<file path="src/rtl/missile_position_if.sv">
// Bundle between the TIA-style register file and the missile position generator.
// The master drives line timing and register writes; the slave returns strobe and columns.
interface missile_position_if;
    logic       visible;
    logic       enable;
    logic       reset_position;
    logic [3:0] hmotion;
    logic       hmotion_write;
    logic       hmove;
    logic       strobe;
    logic [7:0] position;
    logic [7:0] pixel_x;

    modport master (
        output visible, enable, reset_position, hmotion, hmotion_write, hmove,
        input  strobe, position, pixel_x
    );

    modport slave (
        input  visible, enable, reset_position, hmotion, hmotion_write, hmove,
        output strobe, position, pixel_x
    );
endinterface

</file>
<file path="src/rtl/missile_position.sv">
// Missile horizontal position generator: scanline column counter, programmed column
// with HMOVE motion, and a one-cycle start strobe for the missile width generator.
module missile_position #(
    parameter int LINE_PIXELS        = 160,
    parameter int BLANK_RESET_COLUMN = 3
) (
    input  logic              clk,
    input  logic              reset_n,
    missile_position_if.slave bus
);

    localparam logic [7:0]        LAST_COL  = 8'(LINE_PIXELS - 1);
    localparam logic [7:0]        BLANK_COL = 8'(BLANK_RESET_COLUMN);
    localparam logic [7:0]        LINE_LEN8 = 8'(LINE_PIXELS);
    localparam logic signed [9:0] LINE_LEN  = 10'(LINE_PIXELS);

    logic [7:0]        r_pixel_x;
    logic [7:0]        r_position;
    logic [3:0]        r_motion;
    logic              r_move_pending;
    logic              r_strobe;

    logic              w_apply;
    logic              w_hit;
    logic signed [9:0] w_diff;
    logic [7:0]        w_moved;

    // A move is only ever applied while blanking, either requested now or left pending.
    assign w_apply = ~bus.visible & (bus.hmove | r_move_pending);
    assign w_hit   = bus.visible & bus.enable & (r_pixel_x == r_position);

    // Result lies in -8..LINE_PIXELS+7, so a single correction brings it back into range.
    always_comb begin
        w_diff = $signed({2'b00, r_position}) - $signed({{6{r_motion[3]}}, r_motion});
        if (w_diff[9]) begin
            w_moved = w_diff[7:0] + LINE_LEN8;
        end else if (w_diff >= LINE_LEN) begin
            w_moved = w_diff[7:0] - LINE_LEN8;
        end else begin
            w_moved = w_diff[7:0];
        end
    end

    always_ff @(posedge clk or negedge reset_n) begin
        if (!reset_n) begin
            r_pixel_x <= '0;
        end else if (!bus.visible || r_pixel_x == LAST_COL) begin
            r_pixel_x <= '0;
        end else begin
            r_pixel_x <= r_pixel_x + 8'd1;
        end
    end

    always_ff @(posedge clk or negedge reset_n) begin
        if (!reset_n) begin
            r_strobe <= 1'b0;
        end else begin
            r_strobe <= w_hit;
        end
    end

    always_ff @(posedge clk or negedge reset_n) begin
        if (!reset_n) begin
            r_motion <= '0;
        end else if (bus.hmotion_write) begin
            r_motion <= bus.hmotion;
        end
    end

    // reset_position outranks any move; a visible-time HMOVE just arms the pending flag.
    always_ff @(posedge clk or negedge reset_n) begin
        if (!reset_n) begin
            r_position     <= '0;
            r_move_pending <= 1'b0;
        end else if (bus.reset_position) begin
            r_position     <= bus.visible ? r_pixel_x : BLANK_COL;
            r_move_pending <= 1'b0;
        end else if (w_apply) begin
            r_position     <= w_moved;
            r_move_pending <= 1'b0;
        end else if (bus.visible && bus.hmove) begin
            r_move_pending <= 1'b1;
        end
    end

    assign bus.strobe   = r_strobe;
    assign bus.position = r_position;
    assign bus.pixel_x  = r_pixel_x;

endmodule

</file>
<file path="src/flat_wrapper.sv">
// flat-port wrapper written by rule: the top's interface ports become plain ports
module missile_position_flat 
#(
    parameter int LINE_PIXELS        = 160,
    parameter int BLANK_RESET_COLUMN = 3
)
  (clk, reset_n, bus_visible, bus_enable, bus_reset_position, bus_hmotion, bus_hmotion_write, bus_hmove, bus_strobe, bus_position, bus_pixel_x);
  missile_position_if bus_i ();
  input  logic clk;
  input  logic reset_n;
  input wire logic [$bits(bus_i.visible)-1:0] bus_visible;
  input wire logic [$bits(bus_i.enable)-1:0] bus_enable;
  input wire logic [$bits(bus_i.reset_position)-1:0] bus_reset_position;
  input wire logic [$bits(bus_i.hmotion)-1:0] bus_hmotion;
  input wire logic [$bits(bus_i.hmotion_write)-1:0] bus_hmotion_write;
  input wire logic [$bits(bus_i.hmove)-1:0] bus_hmove;
  output wire logic [$bits(bus_i.strobe)-1:0] bus_strobe;
  output wire logic [$bits(bus_i.position)-1:0] bus_position;
  output wire logic [$bits(bus_i.pixel_x)-1:0] bus_pixel_x;
  assign bus_i.visible = bus_visible;
  assign bus_i.enable = bus_enable;
  assign bus_i.reset_position = bus_reset_position;
  assign bus_i.hmotion = bus_hmotion;
  assign bus_i.hmotion_write = bus_hmotion_write;
  assign bus_i.hmove = bus_hmove;
  assign bus_strobe = bus_i.strobe;
  assign bus_position = bus_i.position;
  assign bus_pixel_x = bus_i.pixel_x;
  missile_position #(.LINE_PIXELS(LINE_PIXELS), .BLANK_RESET_COLUMN(BLANK_RESET_COLUMN)) u_core (.clk(clk), .reset_n(reset_n), .bus(bus_i));
endmodule
</file>
<file path="config.mk">
export PLATFORM = sky130hd
export DESIGN_NAME = missile_position_flat
export DESIGN_NICKNAME = d
export VERILOG_FILES = /design/src/rtl/missile_position_if.sv /design/src/rtl/missile_position.sv /design/src/flat_wrapper.sv
export SDC_FILE = /design/constraint.sdc
export NUM_CORES = 1
export LEC_CHECK = 0
export CAP_MARGIN = 15
export CORE_ASPECT_RATIO = 0.5
export CORE_MARGIN = 5
export CORE_UTILIZATION = 56
export CTS_BUF_LIST = sky130_fd_sc_hd__clkbuf_8
export DETAILED_ROUTE_END_ITERATION = 10
export PLACE_DENSITY = 0.85
export SYNTH_ARGS = -nofsm -noshare
export SYNTH_HDL_FRONTEND = slang
export SYNTH_SLANG_ARGS = --single-unit
</file>
<file path="constraint.sdc">
create_clock -name clk -period 5 [get_ports clk]
set_input_delay 1 -clock clk [delete_from_list [all_inputs] [get_ports clk]]
set_output_delay 1 -clock clk [all_outputs]
set_load 0.005 [all_outputs]
</file>
== Yosys cells after proc, flatten, opt, wreduce, memory -nomap -nowiden ==
Index checks and enable logic that the tools add are counted.
Storage, ports and cells
  word-level logic and storage cells: 31
  flip-flop bits (word level): 22
  input bits: 11
Cells by class
  bitwise logic cells: 5
  equality and inequality tests: 2
  $lt $le $gt $ge: 1
  muxes and demuxes: 9
  reductions and logical operators: 5
  add/sub/neg operators: 4
Operators by type and width (count)
  8-bit two-way mux: 6
  10-bit by 9-bit >= comparator with 1-bit output (second input constant): 1
  9-bit by 4-bit subtractor with 10-bit output: 1
  8-bit by 1-bit adder with 8-bit output (second input constant): 1
  8-bit adder (second input constant): 1
  8-bit equality test: 1
  8-bit equality test (second input constant): 1
  8-bit subtractor (second input constant): 1
  1-bit AND: 3
  1-bit two-way mux: 3
  3-bit nonzero test: 1
  2-bit nonzero test: 1
  1-bit logical AND: 1
  1-bit logical NOT: 1
  1-bit logical OR: 1
  1-bit inverter: 1
  1-bit bitwise OR: 1

== Logic depth before layout (Yosys ltp) ==
Gate-level depths: netlist of the first run.
  depth after elaboration: 6
  gate-level depth with buffers: 13
  gate-level depth less buffers: 13

== Least setup slack after synthesis of the first run ==
No wires, ideal clock.
  path type: register -> register
  start: reg u_core.r_position[0], in the netlist u_core.bus.position[0]
  end: reg u_core.r_position[6], in the netlist u_core.bus.position[6]
  slack: 2.479 ns
  arrival: 2.439 ns
  setup time: 0.082 ns
  period minus slack after synthesis: 2.521 ns
  stages on the path, launching flop included: 12
  cells stage by stage: dfrtp_1 inv_1 ha_1 inv_1 fa_1 a211oi_1 nor2_1 nor3_1 o22a_1 ha_1 or3_1 a31oi_1
Between the ends
  longest elaborated chain between the ends: 6
  elaborated cells between the ends (all ways): 8
  those cells by class: 3 x add/sub; 1 x order compare; 4 x mux
RTL lines
  from (decl): RTL line missile_position.sv:18  | logic [7:0] r_position;
  from (signal assigned): RTL line missile_position.sv:76  | r_position <= bus.visible ? r_pixel_x : BLANK_COL;
  from (signal assigned): RTL line missile_position.sv:79  | r_position <= w_moved;
  9-bit by 4-bit subtractor with 10-bit output (*): RTL line missile_position.sv:34  | w_diff = $signed({2'b00, r_position}) - $signed({{6{r_motion[3]}}, r_motion});
  8-bit subtractor / 10-bit by 9-bit >= comparator with 1-bit output (equally long branches): RTL line missile_position.sv:38, missile_position.sv:37
  8-bit two-way mux: RTL line missile_position.sv:37  | end else if (w_diff >= LINE_LEN) begin
  8-bit two-way mux (*): RTL line missile_position.sv:35  | if (w_diff[9]) begin
  8-bit two-way mux (*): RTL line missile_position.sv:78  | end else if (w_apply) begin
  8-bit two-way mux (*): RTL line missile_position.sv:75  | end else if (bus.reset_position) begin
Mark *: on every way between the ends. The rest lies on a longest branch, timed or not. The select of a mux whose other input is x is not followed.
A chain may end at the register's enable or synchronous reset.

== Worst setup path in the final report of the first run ==
  start: reg u_core.r_position[0], in the netlist u_core.bus.position[0]
  end: reg u_core.r_position[7], in the netlist u_core.bus.position[7]
Same word-level chain as after synthesis.

==> results.toml, run 1 <==
[cts]
h-tree-depth = 1
path_clk_slew_ns = 0.09
numCtsBuffers = 3
post_cts_resized = 0
root_buffer = "clkbuf_8"
hold_buffers = 0
cts_post_setup_buffers_inserted = 0
cts_tree = "built"
clockBufferDepth = 2
numClockSinks = 22
insertion_delay_ns = 0.27

[global_route]
grt_max_degree = 23
grt_util_all_layers_pct = 20.0
grt.overflow.total = 0
antenna_found_initial = 0
grt_pass1_wl_um = 6770
grt_pass1_vias = 1387

[floorplanning]
core_area_mm2 = 0.00272
dieWidth_um = 87.0
dieArea_mm2 = 0.00422
ios = 28
rows = 13
die_h_um = 48.5
initial_utilization_pct = 61.1

[timing]
fin_setup_tns_ns = 0
drv_slew = 0
min_period_over_period_pct = 56.2
fin_ws_ns = 2.19
hold_viol = 0
fmaxAchievable_mhz = 356
finalSetupViolations = 0
rsz0062_at_grt = "false"
fin_crit_ns = 2.81
finClkSkew_ns = 0.00463
slew-limit-headroom_pct = 65.0
worstMarginPinSlew_ns = 0.524

[detailed_routing]
ant_nets = 0
routed_via_density = 5.96
wl_per_cell_um = 16.2
dr_total_vias = 1525
wl_um = 4150
drc_errors = 0
drt_iter0_markers = 81
drt-pass1-iter-count = 4

[setup_path]
ff2ff_setup_slack_ns = 2.19
worstSetupEndpoint = "u_core.bus.position[7]$_DFFE_PN0N_"
arrival_ns = 2.95
startpoint = "u_core.bus.position[0]$_DFFE_PN0N_"
r2r-end = "u_core.bus.position[7]$_DFFE_PN0N_"
required_ns = 5.14
end_kind = "flop"
r2r_cells = 12
rr_startpoint = "u_core.bus.position[0]$_DFFE_PN0N_"
crit_type = "flop to flop"
crit_fanout = 6
crit_path_start_kind = "flop"

[synthesis]
synth_edf_count = 0
yosysSeqAreaShare_pct = 33.2
postSynthAreaPerCell_um2 = 8.65
yosysWarnings = 0
synth_nets = 216
ys_async_sr_fraction_pct = 100
synth_cells = 192
synth-seq-cells = 22
synth_cell_types = 46
ys.flop_type = "dfrtp_1"
syn_area_mm2 = 0.00166

[hold_path]
hold_start = "u_core.r_motion[2]$_DFFE_PN0P_"
min_path_type = "flop to flop"
hold_depth = 2

[cells_and_area]
layout-drive-gt1-share_pct = 6.39
fillCellCount = 203
fin_nets = 244
n_antenna_cell = 0
syn_to_final_growth_pct = 23.1

[pwr]
worst_ir_drop_vdd_mv = 0.328
power_density_mw_per_mm2 = 462
p_leak_nw = 0.875

[place]
port_buffers = 27
gp_congestion = 0.803
dp_hpwl_um = 3220
dp_worst_setup_slack_ns = 2.25

[flow_run]
maxCapViolations = 0

[status]
status = "finished, final reports clean"
==> cell usage in the layout, fill, tap and decap left out, types with 6 or more instances in the layout <==
master and instances:
a21oi_1 10, clkdlybuf4s50_1 27, dfrtp_1 22, ha_1 12, inv_1 16, nand2_1 12
nand3_1 8, nor2_1 25, nor3_1 6, o21ai_0 11, xnor2_1 11
==> how the worst min path moves through the flow <==
stage	endpoint
global placement	u_core.r_motion[0]$_DFFE_PN0P_
floorplan	u_core.r_motion[0]$_DFFE_PN0P_
finish	u_core.r_motion[2]$_DFFE_PN0P_
detailed placement	u_core.r_motion[0]$_DFFE_PN0P_
CTS	u_core.r_motion[0]$_DFFE_PN0P_
global route	u_core.r_motion[2]$_DFFE_PN0P_
==> registers in the layout (all words and copies together), names as in the netlist <==
| signal | cells |
|---|---|
| u_core.bus.position | 8 |
| u_core.bus.pixel_x | 8 |
| u_core.r_motion | 4 |
| u_core.r_move_pending | 1 |
| u_core.bus.strobe | 1 |
==> critical path, stage by stage (launching register included) <==
cell      delay, ns
dfrtp_1        0.41
inv_1          0.08
ha_1           0.18
inv_1          0.06
fa_1           0.42
a211oi_1       0.23
nor2_1         0.10
nor3_1         0.15
o22a_1         0.25
inv_1          0.07
ha_1           0.20
o311ai_0       0.38
o211ai_1       0.15
==> routing by layer <==
layer / track usage [%] / up-vias / wire length, um
li1: - / 734 / -
met1: 27.7 / 739 / 1900
met2: 33.0 / 44 / 1980
met3: 3.54 / 8 / 209
met4: 3.63 / 0 / 60
met5: 0 / - / 0
==> cell usage after synthesis (2+ instances only) <==
cell | count | area (um2)
o211ai_1 | 2 | 15.0
nand3b_1 | 2 | 15.0
nor2_1 | 25 | 93.8
clkbuf_1 | 5 | 18.8
xor2_1 | 5 | 43.8
nand2_1 | 12 | 45.0
o22ai_1 | 2 | 12.5
ha_1 | 12 | 150
nand3_1 | 8 | 40.0
xnor2_1 | 11 | 96.3
a21oi_1 | 10 | 50.1
and3_1 | 3 | 18.8
or2_2 | 2 | 12.5
inv_1 | 16 | 60.1
o21ai_0 | 11 | 55.1
dfrtp_1 | 22 | 551
a31oi_1 | 3 | 18.8
a211oi_1 | 4 | 30.0
a22oi_1 | 2 | 15.0
nor3_1 | 6 | 30.0
or3_1 | 2 | 12.5
nor2b_1 | 2 | 12.5
nand2b_1 | 2 | 12.5
==> report_power, final <==
part / internal [W] / switching, W / total (W)
Combinational: 0.000247 / 0.000284 / 0.000531
Clock: 0.000107 / 0.0000627 / 0.000170
Sequential: 0.000203 / 0.0000399 / 0.000243
==> cell type report <==
cell class	instances	area, um2	area share [%]
sequential	22	551	26.9
tap	37	46.3	2.26
clock buffer	3	41.3	2.02
timing repair buffer	28	285	14.0
clock inverter	1	30.0	1.47
inverter	16	60.1	2.94
multi-input combinational	149	1030	50.4
==> cell families after synthesis <==
family                   synth area share [%]
XOR/XNOR                                 8.44
buffers and inverters                    4.75
AND/OR/NAND/NOR                          18.7
AO/OA/AOI/OAI                            23.4
adder cells (fa/ha/maj)                  10.2
multiplexers                             1.28
flip-flops                               33.2
==> through the flow <==
step	utilization (%)	hold slack (ns)	cells	power (W)	instance area (um2)
after floorplan	-	0.485	192	0.000624	1660
after global placement	72.1	0.515	251	0.000752	1960
after detailed placement	72.1	0.520	251	0.000769	1960
after CTS	74.7	0.547	255	0.000942	2030
after global routing	75.3	0.562	256	0.00101	2040
final	75.3	0.544	256	0.000944	2040
Power figures use the tool's default switching activity.
==> run 2: changes to the inputs <==
CORE_UTILIZATION = 50   (was 56)
PLACE_DENSITY = 0.8   (was 0.85)
clock period = 2.3 ns   (was 5 ns; I/O delays follow)
==> run 2 against run 1 <==
The flow now finishes with violations (setup timing). Clock-buffer cell count unchanged. Total power rose to 2.7 times the previous value. Cell count up 14%. Largest power group unchanged. Highest routed layer unchanged. Cell area up 16%. Via count up 10%.
==> results.toml, run 2 (same netlist as run 1, synthesis figures left out) <==
[status]
status = "finished with violations"
violations = "setup timing"

[detailed_routing]
wl_per_cell_um = 16.4
routed_via_density = 5.76
dr_total_vias = 1683
ant_nets = 0
drc_errors = 0
drt-pass1-iter-count = 4
wl_um = 4790
drt_iter0_markers = 87

[setup_path]
arrival_ns = 2.70
required_ns = 2.50
end_kind = "flop"
crit_path_start_kind = "flop"
crit_fanout = 3
crit_slowest_cell = "dfrtp_1"
crit_path_max_incr_delay_ns = 0.40
cp_cell_sequence = "inv_2, ha_4, inv_2, fa_2, a21oi_2, o211ai_1, buf_4, mux2i_1, o211a_1, a211oi_1, or3_1, a31oi_1"
critPathMostFrequentCell = "inv_2"
crit_type = "flop to flop"

[cts]
insertion_delay_ns = 0.27
numClockSinks = 22
root_buffer = "clkbuf_8"
clockBufferDepth = 2
path_clk_slew_ns = 0.09
numCtsBuffers = 3
h-tree-depth = 1
cts_tree = "built"

[timing]
fin_crit_ns = 2.50
drv_slew = 0
finClkSkew_ns = 0.00468
finalSetupViolations = 3
fin_setup_tns_ns = -0.409
slew-limit-headroom_pct = 73.2
fin_ws_ns = -0.198
min_period_over_period_pct = 109
fmaxAchievable_mhz = 400
worstMarginPinSlew_ns = 0.400
hold_viol = 0
rsz0062_at_grt = "true"

[floorplanning]
rows = 14
dieArea_mm2 = 0.00464
initial_utilization_pct = 53.6
core_area_mm2 = 0.00310
dieWidth_um = 91.5
die_h_um = 50.7
ios = 28

[cells_and_area]
fillCellCount = 225
n_antenna_cell = 0
final_cell_mix = "33 x buf_4, 27 x clkdlybuf4s50_1, 24 x nor2_1, 21 x dfrtp_1, 13 x inv_1"
syn_to_final_growth_pct = 42.4
layout-drive-gt1-share_pct = 25.0
post-route-util_pct = 76.3
fin_nets = 277
final_common_cell = "buf_4"
fin_area_mm2 = 0.00236

[pwr]
power_density_mw_per_mm2 = 1090
worst_ir_drop_vdd_mv = 0.650
total_power_w = 0.00257
p_leak_nw = 1.03

[global_route]
grtUsageMet3_pct = 3.43
grt.overflow.total = 0
grt_util_all_layers_pct = 20.5
grt_most_used_layer = "met2"
met2_usage_pct = 35.6
grt_max_degree = 23
grtUsageMet1_pct = 26.8
antenna_found_initial = 0
grt_pass1_vias = 1549
grt_pass1_wl_um = 7580

[place]
dpl_cell_area_mm2 = 0.00220
dp_worst_setup_slack_ns = -0.191
port_buffers = 27
gp_congestion = 0.883
dp_hpwl_um = 3380

[flow_run]
maxCapViolations = 0

[hold_path]
min_path_type = "input pin to async pin"
[run 2: cell types whose count changed in the layout (fill, tap and decap cells not counted), moves of 2 or more]
cell	change
ha_1	-3
ha_4	+2
inv_2	+3
buf_4	+33
inv_1	-3
[run 2: critical path: cells and delay by family, from the launching register on]
kind | cells | cell delay [ns]
AOI/OAI and AO/OA | 5 | 0.73
buffers and inverters | 3 | 0.27
and+or+nand+nor | 1 | 0.34
DFF | 1 | 0.40
adders and majority gates | 2 | 0.51
muxes | 1 | 0.17
[run 2: timing repair]
item | in CTS | in global routing
resized for setup | 8 | 9
pin swaps | 3 | 11
setup buffers | 1 | 3
setup endpoints to repair | 3 | 3
hold buffers | 0 | 0
[run 2: per-layer routing]
layer  share of wire [%]  wire (um)  vias to the layer above
li1                    -          -                      799
met1                  45       2180                      817
met2                  47       2260                       59
met3                 5.9        285                        8
met4                 1.4         68                        0
met5                   0          0                        -
[run 2: final cells by class]
| cell class | count | area (um2) | area share, % |
|---|---|---|---|
| inverters | 16 | 60.1 | 2.54 |
| repair buffers | 61 | 529 | 22.4 |
| clock inverters | 1 | 30.0 | 1.27 |
| well taps | 40 | 50.0 | 2.12 |
| flip-flops and latches | 22 | 552 | 23.3 |
| clock buffers | 3 | 41.3 | 1.75 |
| multi-input cells | 149 | 1100 | 46.6 |
[run 2: final timing paths]
check | from | end | slack, ns | cells past startpoint
max in group asynchronous | reset_n | u_core.bus.position[1]$_DFFE_PN0N_ | 1.52 | 2
max | u_core.bus.position[0]$_DFFE_PN0N_ | u_core.bus.position[6]$_DFFE_PN0N_ | -0.20 | 12
max reg2reg | u_core.bus.position[0]$_DFFE_PN0N_ | u_core.bus.position[6]$_DFFE_PN0N_ | -0.20 | 12
min in group clk | u_core.r_move_pending$_DFFE_PN0P_ | u_core.r_move_pending$_DFFE_PN0P_ | 0.55 | 2
min reg2reg | u_core.r_move_pending$_DFFE_PN0P_ | u_core.r_move_pending$_DFFE_PN0P_ | 0.55 | 2
min | reset_n | u_core.bus.position[7]$_DFFE_PN0N_ | 0.53 | 2
[run 2: power by group]
group	internal, W	total [W]	switching [W]
clock network	0.000233	0.000375	0.000142
logic	0.000859	0.00170	0.000842
registers	0.000443	0.000491	0.0000483
total	0.00153	0.00257	0.00103
[run 2: through the flow]
step / std cells / hold slack, ns
6_report: 292 / 0.527
5_1_grt: 292 / 0.564
4_1_cts: 289 / 0.538
3_5_place_dp: 284 / 0.520
3_3_place_gp: 284 / 0.516
2_1_floorplan: 192 / 0.164
==> run 3: changes to the inputs <==
CORE_MARGIN = 10   (was 5)
==> run 3 against run 2 <==
The flow still finishes with violations (setup timing). Total power grew 2.5%. Setup slack better by 0.017 ns. Register-to-register slack better by 0.02 ns. First-iteration DRC count is 47% higher. Sequential share of layout area is 0.68 points lower. Core utilization increased by 2.7 points. Global-route usage fell by 4.1 points. Critical path depth is the same. Clock skew about the same. Cell area is 3.0% higher. Critical path type unchanged. Critical endpoint unchanged. Largest cell class unchanged.
==> results.toml, run 3 (same netlist as run 1, synthesis figures left out) <==
[cts]
numClockSinks = 22
numCtsBuffers = 3
hold_buffers = 0
insertion_delay_ns = 0.27
cts_tree = "built"
clockBufferDepth = 2
path_clk_slew_ns = 0.09
root_buffer = "clkbuf_8"
h-tree-depth = 1

[timing]
min_period_over_period_pct = 108
fmaxAchievable_mhz = 403
fin_crit_ns = 2.48
fin_hold_ws_ns = 0.530
worstMarginPinSlew_ns = 0.428
rsz0062_at_grt = "true"
finClkSkew_ns = 0.00470
drv_slew = 0
fin_ws_ns = -0.181
hold_viol = 0
slew-limit-headroom_pct = 71.3
finalSetupViolations = 3

[global_route]
grt_pass1_vias = 1650
grt_max_degree = 23
grt_util_all_layers_pct = 16.4
grt.overflow.total = 0
grt_pass1_wl_um = 8110
antenna_found_initial = 0

[place]
dp_hpwl_um = 3480
port_buffers = 27
gp_congestion = 0.861

[cells_and_area]
layout-drive-gt1-share_pct = 29.4
final_cell_mix = "35 x buf_4, 27 x clkdlybuf4s50_1, 21 x nor2_1, 21 x dfrtp_1, 12 x nand2_1"
syn_to_final_growth_pct = 46.7
n_antenna_cell = 0
final_common_cell = "buf_4"
fillCellCount = 188
fin_nets = 280

[pwr]
total_power_w = 0.00263
worst_ir_drop_vdd_mv = 0.716
power_density_mw_per_mm2 = 1080
p_leak_nw = 1.06

[setup_path]
crit_path_start_kind = "flop"
crit_fanout = 3
crit_type = "flop to flop"
end_kind = "flop"
arrival_ns = 2.68
required_ns = 2.50

[floorplanning]
dieWidth_um = 101
ios = 28
die_h_um = 60.7
rows = 14
core_area_mm2 = 0.00308
dieArea_mm2 = 0.00617
initial_utilization_pct = 53.9

[detailed_routing]
drc_errors = 0
routed_via_density = 5.85
drt_iter0_markers = 128
wl_per_cell_um = 17.7
drt-pass1-iter-count = 4
dr_total_vias = 1727
ant_nets = 0
wl_um = 5240

[status]
violations = "setup timing"
status = "finished with violations"

[flow_run]
maxCapViolations = 0

[hold_path]
min_path_type = "input pin to async pin"
==> run 3: area by class of cell <==
cell class	count	area, um2	share of cell area (%)
Clock buffer	3	41.3	1.69
Clock inverter	1	30.0	1.23
Inverter	16	60.1	2.47
Multi-Input combinational cell	149	1150	47.1
Sequential cell	22	552	22.7
Tap cell	40	50.0	2.05
Timing Repair Buffer	64	556	22.8
==> run 3: worst paths after layout <==
kind                       depth (start not counted)                               start                            endpoint  slack (ns)
setup / recovery                                  12  u_core.bus.position[0]$_DFFE_PN0N_  u_core.bus.position[6]$_DFFE_PN0N_       -0.18
hold / removal                                     2                             reset_n  u_core.bus.position[7]$_DFFE_PN0N_        0.53
setup reg to reg                                  12  u_core.bus.position[0]$_DFFE_PN0N_  u_core.bus.position[6]$_DFFE_PN0N_       -0.18
hold reg to reg                                    2   u_core.r_move_pending$_DFFE_PN0P_   u_core.r_move_pending$_DFFE_PN0P_        0.57
max in group asynchronous                          2                             reset_n  u_core.bus.position[1]$_DFFE_PN0N_        1.52
min in group clk                                   2   u_core.r_move_pending$_DFFE_PN0P_   u_core.r_move_pending$_DFFE_PN0P_        0.57
==> run 3: report_power, final <==
part / switching [W] / leakage [nW] / internal [W]
logic: 0.000855 / 0.739 / 0.000905
clock network: 0.000143 / 0.0357 / 0.000233
registers: 0.0000512 / 0.282 / 0.000443
total: 0.00105 / 1.06 / 0.00158
==> run 3: layer usage <==
metal,vias to the layer above,share of wire (%),track usage [%]
met1,834,44,21.0
li1,804,-,-
met4,0,1.8,4.93
met3,13,6.2,3.06
met2,76,48,27.8
met5,-,0,0
==> run 3: per-stage QoR <==
| stage | TNS [ns] | util, % | instance area [um2] | std cells | setup WS [ns] |
|---|---|---|---|---|---|
| after floorplan | -0.287 | - | 1670 | 192 | -0.145 |
| after global placement | -0.269 | 71.3 | 2200 | 284 | -0.127 |
| after global routing | -0.743 | 79.0 | 2440 | 295 | -0.330 |
| final | -0.371 | 79.0 | 2440 | 295 | -0.181 |
| after CTS | -0.381 | 76.5 | 2360 | 293 | -0.146 |
| after detailed placement | -0.477 | 71.3 | 2200 | 284 | -0.207 |
==> run 3: worst max-delay path, stage by stage, from the launching register on <==
cell and delay [ns]:
dfrtp_1 0.41, inv_2 0.09, ha_4 0.14, inv_2 0.03
fa_2 0.37, a21oi_2 0.16, o211ai_1 0.14, buf_4 0.16
mux2i_1 0.13, o211a_1 0.21, a211oi_1 0.07, or3_1 0.35
a31oi_1 0.13
==> run 3: repair_timing <==
item                                    CTS  global route
endpoints found under the setup margin    3             4
buffers inserted                          6             5
resized for setup                        12            17
pin swaps                                 6            15
==> variant 1, RTL diff (settings of run 2) <==
Make the reset (`reset_n`) synchronous in 4 clocked blocks.
--- a/src/rtl/missile_position.sv
+++ b/src/rtl/missile_position.sv
@@ -41,7 +41,7 @@
         end
     end
 
-    always_ff @(posedge clk or negedge reset_n) begin
+    always_ff @(posedge clk) begin
         if (!reset_n) begin
             r_pixel_x <= '0;
         end else if (!bus.visible || r_pixel_x == LAST_COL) begin
@@ -51,7 +51,7 @@
         end
     end
 
-    always_ff @(posedge clk or negedge reset_n) begin
+    always_ff @(posedge clk) begin
         if (!reset_n) begin
             r_strobe <= 1'b0;
         end else begin
@@ -59,7 +59,7 @@
         end
     end
 
-    always_ff @(posedge clk or negedge reset_n) begin
+    always_ff @(posedge clk) begin
         if (!reset_n) begin
             r_motion <= '0;
         end else if (bus.hmotion_write) begin
@@ -68,7 +68,7 @@
     end
 
     // reset_position outranks any move; a visible-time HMOVE just arms the pending flag.
-    always_ff @(posedge clk or negedge reset_n) begin
+    always_ff @(posedge clk) begin
         if (!reset_n) begin
             r_position     <= '0;
             r_move_pending <= 1'b0;
Check against the original RTL: differs if reset_n is asserted again (counterexample within 4 cycles, from zero or initial values and one cycle with reset_n low); with reset_n held inactive, the same outputs for 10 cycles.
==> variant 1 against run 2 <==
The run still ends with setup timing left. Non-clock buffer count grew 13. Routed wire length up 11%. Setup slack worse by 0.063 ns. Total power down 16%. Sequential cell count stayed put. Final area is 11% higher. Count of clock-buffer cells in the layout did not move. Synthesized area is 2.9% higher. Global-route usage increased by 2.4 points. Sequential power shrank 10%. Critical path type unchanged. Critical endpoint is now u_core.bus.position[7]. Highest routed layer unchanged.
==> variant 1: results (changes against run 2) <==
Cells and area
  • Final net count: 303 (was 277)
  • Share of layout cells above drive strength 1: 0.345 (was 0.250)

Global routing
  • Pin count of the biggest net entering global routing: 16 (was 23)
  • GRT Total Usage: 0.228 (was 0.205)
  • Met1 Use GR: 0.279 (was 0.268)
  • Met3 usage: 0.0368 (was 0.0343)
  • First-pass GRT wire length: 8590 um (was 7580 um)
  • Vias in the first global route: 1787 (was 1549)
  • Global-route met2 utilization: 0.427 (was 0.356)

Clock network
  • Setup repair bufs after CTS: 4 (was 1)
  • Post-CTS sizing: 20 (was 8)

Power
  • Clk pwr: 0.000372 W
  • Max IR drop VDD: 0.000506 V (was 0.000650 V)
  • Switching part of the total: 0.376 (was 0.402)
  • P_comb: 0.00135 W (was 0.00170 W)
  • P_leak: 1.12 nW (was 1.03 nW)
  • Pwr per Cell Area: 829 nW/um^2 (was 1090 nW/um^2)

Drt
  • Wire length on met1: 2360 um (was 2180 um)
  • Initial DRC count: 128 (was 87)
  • Met2 wire length: 2650 um (was 2260 um)
  • Vias per cell: 5.84 (was 5.76)
  • WL met3: 222 um (was 285 um)
  • Vias: 1870 (was 1683)

Yosys
  • Xor/xnor share of the synthesized area: 0.0872 (was 0.0844)
  • Synth area leaders: dfxtp_1 (26%), ha_1 (8.8%), xor2_1 (6.7%) (was dfrtp_1 (33%), ha_1 (9.0%), xnor2_1 (5.8%))
  • Synth cell types: 50 (was 46)
  • Ys async rst share: 0 (was 1.00)
  • Synthesis warning total: 0 (unchanged)
  • Adder-cell share of the synthesized area: 0.0996 (was 0.102)
  • Mux cell area share after synthesis: 0.0418 (was 0.0128)
  • Post-Syn Nets: 232 (was 216)

Min path
  • Worst hold path type: flop to flop (was input pin to asynchronous set/reset pin)

Placed design
  • DP HPWL: 3790 um (was 3380 um)
  • Placed Area: 2370 um^2 (was 2200 um^2)
  • Gp weighted congestion: 0.930 (was 0.883)
  • Inst Count DP: 311 (was 284)
  • Dpl ws: -0.275 ns (was -0.191 ns)

Timing
  • Final Skew: 0.00142 ns (was 0.00468 ns)
  • Final worst setup slack: -0.261 ns (was -0.198 ns)
  • Setup TNS: -0.477 ns (was -0.409 ns)
  • Final setup violation count: 3 (unchanged)
  • Worst-margin pin slew: 0.540 ns (was 0.400 ns)

Status
  • Violated checks: setup timing (unchanged)
  • Status: finished, violations left (unchanged)

Setup path
  • CP Data Arrival Time: 2.76 ns (was 2.70 ns)
  • Slowest-stage cell, CP: or4_4 (was dfrtp_1)
  • Crit path max-delay family: simple AND/OR/NAND/NOR gates (was compound AO/OA/AOI/OAI gates)
  • Slowest stage delay, CP: 0.56 ns (was 0.40 ns)
[variant 1: changes by cell type after synthesis, moves of 5 or more]
| cell | before | now |
|---|---|---|
| mux2i_1 | 1 | 6 |
| nor2_1 | 25 | 18 |
| dfrtp_1 | 22 | 0 |
| xor2_1 | 5 | 13 |
| nand2_1 | 12 | 18 |
| nor2b_1 | 2 | 8 |
| dfxtp_1 | 0 | 22 |
| xnor2_1 | 11 | 4 |
[variant 1: path summary, 6_finish.rpt]
kind / slack, ns / start / cells after the start / to
setup reg to reg: -0.26 / u_core.r_motion[1] / 11 / u_core.bus.position[7]
setup / recovery: -0.26 / u_core.r_motion[1] / 11 / u_core.bus.position[7]
hold reg to reg: 0.51 / u_core.r_move_pending / 2 / u_core.r_move_pending
hold / removal: 0.51 / u_core.r_move_pending / 2 / u_core.r_move_pending
[variant 1: cell type report]
type,instances,area [um^2]
fillers,212,744
repair buffers,74,627
inverters,15,56.3
clock inverters,1,30.0
well taps,42,52.6
clock buffers,3,41.3
multi-input cells,163,1360
flip-flops and latches,22,450
==> variant 2, RTL diff (flow settings as in run 2) <==
Without the edit above. `LINE_PIXELS` is set to 160 in 2 places; all go to 80.
--- a/src/rtl/missile_position.sv
+++ b/src/rtl/missile_position.sv
@@ -1,7 +1,7 @@
 // Missile horizontal position generator: scanline column counter, programmed column
 // with HMOVE motion, and a one-cycle start strobe for the missile width generator.
 module missile_position #(
-    parameter int LINE_PIXELS        = 160,
+    parameter int LINE_PIXELS        = 80,
     parameter int BLANK_RESET_COLUMN = 3
 ) (
     input  logic              clk,
--- a/src/flat_wrapper.sv
+++ b/src/flat_wrapper.sv
@@ -1,7 +1,7 @@
 // flat-port wrapper written by rule: the top's interface ports become plain ports
 module missile_position_flat 
 #(
-    parameter int LINE_PIXELS        = 160,
+    parameter int LINE_PIXELS        = 80,
     parameter int BLANK_RESET_COLUMN = 3
 )
   (clk, reset_n, bus_visible, bus_enable, bus_reset_position, bus_hmotion, bus_hmotion_write, bus_hmove, bus_strobe, bus_position, bus_pixel_x);
Check against the original RTL: not equivalent (a bounded check fails within 4 cycles, from zero or initial values and one cycle with reset_n low).
==> variant 2 against run 2 <==
The flow still finishes with violations (setup timing). Sequential share of layout area decreased by 2.8 points. Clock skew increased by 0.0036 ns. Total power increased by 30%. Final area increased by 14%. First-iteration DRC count increased by 69%. Synthesized area increased by 7.4%. Sequential cell count unchanged. Sequential power increased by 2%. Setup slack got worse by 0.42 ns. Routed wire length increased by 16%. Critical path type unchanged. Largest cell class unchanged.
==> variant 2: results (changes against run 2) <==
Drt
  • DRC: 0 (unchanged)
  • Initial DRT Pass Iterations: 4 (unchanged)
  • WL met3: 279 um (was 285 um)
  • Initial DRC count: 147 (was 87)
  • Vias: 1819 (was 1683)
  • Met2 wire length: 2590 um (was 2260 um)
  • Wire length on met1: 2550 um (was 2180 um)
  • WL final: 5560 um (was 4790 um)

Status
  • Violated checks: setup timing (unchanged)
  • Status: finished, violations left (unchanged)

Yosys
  • Most used DFF post-synth: dfrtp_1 (unchanged)
  • Post-Syn Nets: 222 (was 216)
  • Ys async rst share: 1.00 (unchanged)
  • Synth area leaders: dfrtp_1 (31%), ha_1 (9.1%), xnor2_1 (5.9%) (was dfrtp_1 (33%), ha_1 (9.0%), xnor2_1 (5.8%))
  • Synth top cells by count: dfrtp_1 (22), nor2_1 (16), ha_1 (13) (was nor2_1 (25), dfrtp_1 (22), inv_1 (16))
  • Sequential cell area fraction in the yosys report: 0.309 (was 0.332)
  • Synth cell types: 56 (was 46)

Timing
  • Final Skew: 0.00829 ns (was 0.00468 ns)
  • Final worst setup slack: -0.619 ns (was -0.198 ns)
  • Worst slew margin: 0.692 (was 0.732)
  • Final setup violation count: 4 (was 3)

Setup path
  • Critical R2R Capture: u_core.bus.position[7] (was u_core.bus.position[6])
  • CP max FO: 2 (was 3)
  • Worst r2r path cells: 15 (was 12)
  • Slowest stage delay, CP: 0.40 ns (about the same)
  • CP Data Arrival Time: 3.12 ns (was 2.70 ns)
  • Slowest-stage cell, CP: dfrtp_1 (unchanged)
  • Crit path max-delay family: compound AO/OA/AOI/OAI gates (unchanged)
  • Worst r2r src: u_core.bus.position[0] (unchanged)
  • Crit. Startpoint: u_core.bus.position[0] (unchanged)

Global routing
  • First-pass GRT wire length: 8250 um (was 7580 um)
  • GRT Total Usage: 0.219 (was 0.205)
  • Initial antenna violation count: 0 (unchanged)
  • Pin count of the biggest net entering global routing: 23 (unchanged)
  • Vias in the first global route: 1695 (was 1549)

Power
  • P_leak: 1.19 nW (was 1.03 nW)
  • Max IR drop VDD: 0.000720 V (was 0.000650 V)
  • P_int: 0.00198 W (was 0.00153 W)

Clock network
  • Root buffer cell: clkbuf_8 (unchanged)
  • Num CTS Buffers: 3 (unchanged)
  • Post-CTS sizing: 6 (was 8)
  • Clock Pin Slew Worst Setup and Hold Paths: 0.09 ns (about the same)
  • H-tree level count: 1 (unchanged)
  • Setup repair bufs after CTS: 2 (was 1)
  • Maximum clock path buffer count: 2 (unchanged)

Placed design
  • Dpl ws: -0.602 ns (was -0.191 ns)
  • DP HPWL: 3870 um (was 3380 um)
  • Gp weighted congestion: 0.884 (was 0.883)
  • Buffers on Ports: 27 (unchanged)

Cells and area
  • Share of layout cells above drive strength 1: 0.342 (was 0.250)
  • Final net count: 304 (was 277)
  • Antenna cells: 0 (unchanged)

Min path
  • Worst hold path type: input pin to asynchronous set/reset pin (unchanged)
## variant 2: kinds of logic (layout without fill, tap and decap cells)
| group | count (synthesis) | count (layout) | share of synthesized area |
|---|---|---|---|
| multiplexers | 2 | 2 | 0.0126 |
| flip-flops | 22 | 22 | 0.309 |
| XOR/XNOR | 21 | 21 | 0.107 |
| AO/OA/AOI/OAI | 52 | 52 | 0.222 |
| buffers and inverters | 16 | 97 | 0.0400 |
| AND/OR/NAND/NOR | 70 | 70 | 0.207 |
| adder cells (fa/ha/maj) | 14 | 14 | 0.102 |
## variant 2: routing by layer
layer,GRT usage,vias to the layer above
met4,0.0885,0
met1,0.293,865
li1,-,880
met3,0.0387,17
met2,0.353,57
met5,0,-
## variant 2: worst register-to-register path: stages (launching register included)
cell      delay [ns]
dfrtp_1         0.40
inv_1           0.07
ha_2            0.18
inv_2           0.04
fa_2            0.35
a21o_1          0.20
a21oi_2         0.17
xor2_2          0.11
inv_2           0.09
ha_4            0.14
nand2_4         0.05
o41ai_2         0.20
a41o_2          0.19
a21oi_2         0.07
or3_1           0.34
a221oi_2        0.24
## variant 2: area by class of cell
class / count / area, um^2
multi-input cells: 159 / 1270
fillers: 229 / 748
repair buffers: 82 / 687
flip-flops and latches: 22 / 551
well taps: 51 / 63.8
clock buffers: 3 / 41.3
inverters: 11 / 41.3
clock inverters: 1 / 30.0
## variant 2: metrics by stage
step | hold WS, ns | area, um^2 | std cells | setup TNS, ns | utilization
finish | 0.524 | 2690 | 329 | -2.30 | 0.782
global route | 0.560 | 2690 | 329 | -2.78 | 0.782
CTS | 0.542 | 2610 | 324 | -2.04 | 0.760
detailed placement | 0.580 | 2490 | 318 | -2.07 | 0.725
global placement | 0.583 | 2490 | 318 | -1.61 | 0.725
floorplan | 0.164 | 1830 | 197 | -1.73 | -
## variant 2: power groups by stage
| stage | Clock, W | Combinational [W] | Sequential (W) |
|---|---|---|---|
| 2_1_floorplan | 0 | 0.00118 | 0.000520 |
| 4_1_cts | 0.000380 | 0.00214 | 0.000497 |
| 3_5_place_dp | 0 | 0.00202 | 0.000503 |
| 3_3_place_gp | 0 | 0.00194 | 0.000503 |
| 6_report | 0.000385 | 0.00245 | 0.000499 |
| 5_1_grt | 0.000398 | 0.00260 | 0.000505 |
## variant 2: worst max-delay path by stage
stage / to / slack [ns] / cells after the start
2_1_floorplan: u_core.bus.position[7] / -0.58 / 15
3_3_place_gp: u_core.bus.position[7] / -0.46 / 15
3_5_place_dp: u_core.bus.position[7] / -0.60 / 15
4_1_cts: u_core.bus.position[7] / -0.56 / 15
5_1_grt: u_core.bus.position[7] / -0.74 / 15
6_report: u_core.bus.position[7] / -0.62 / 15
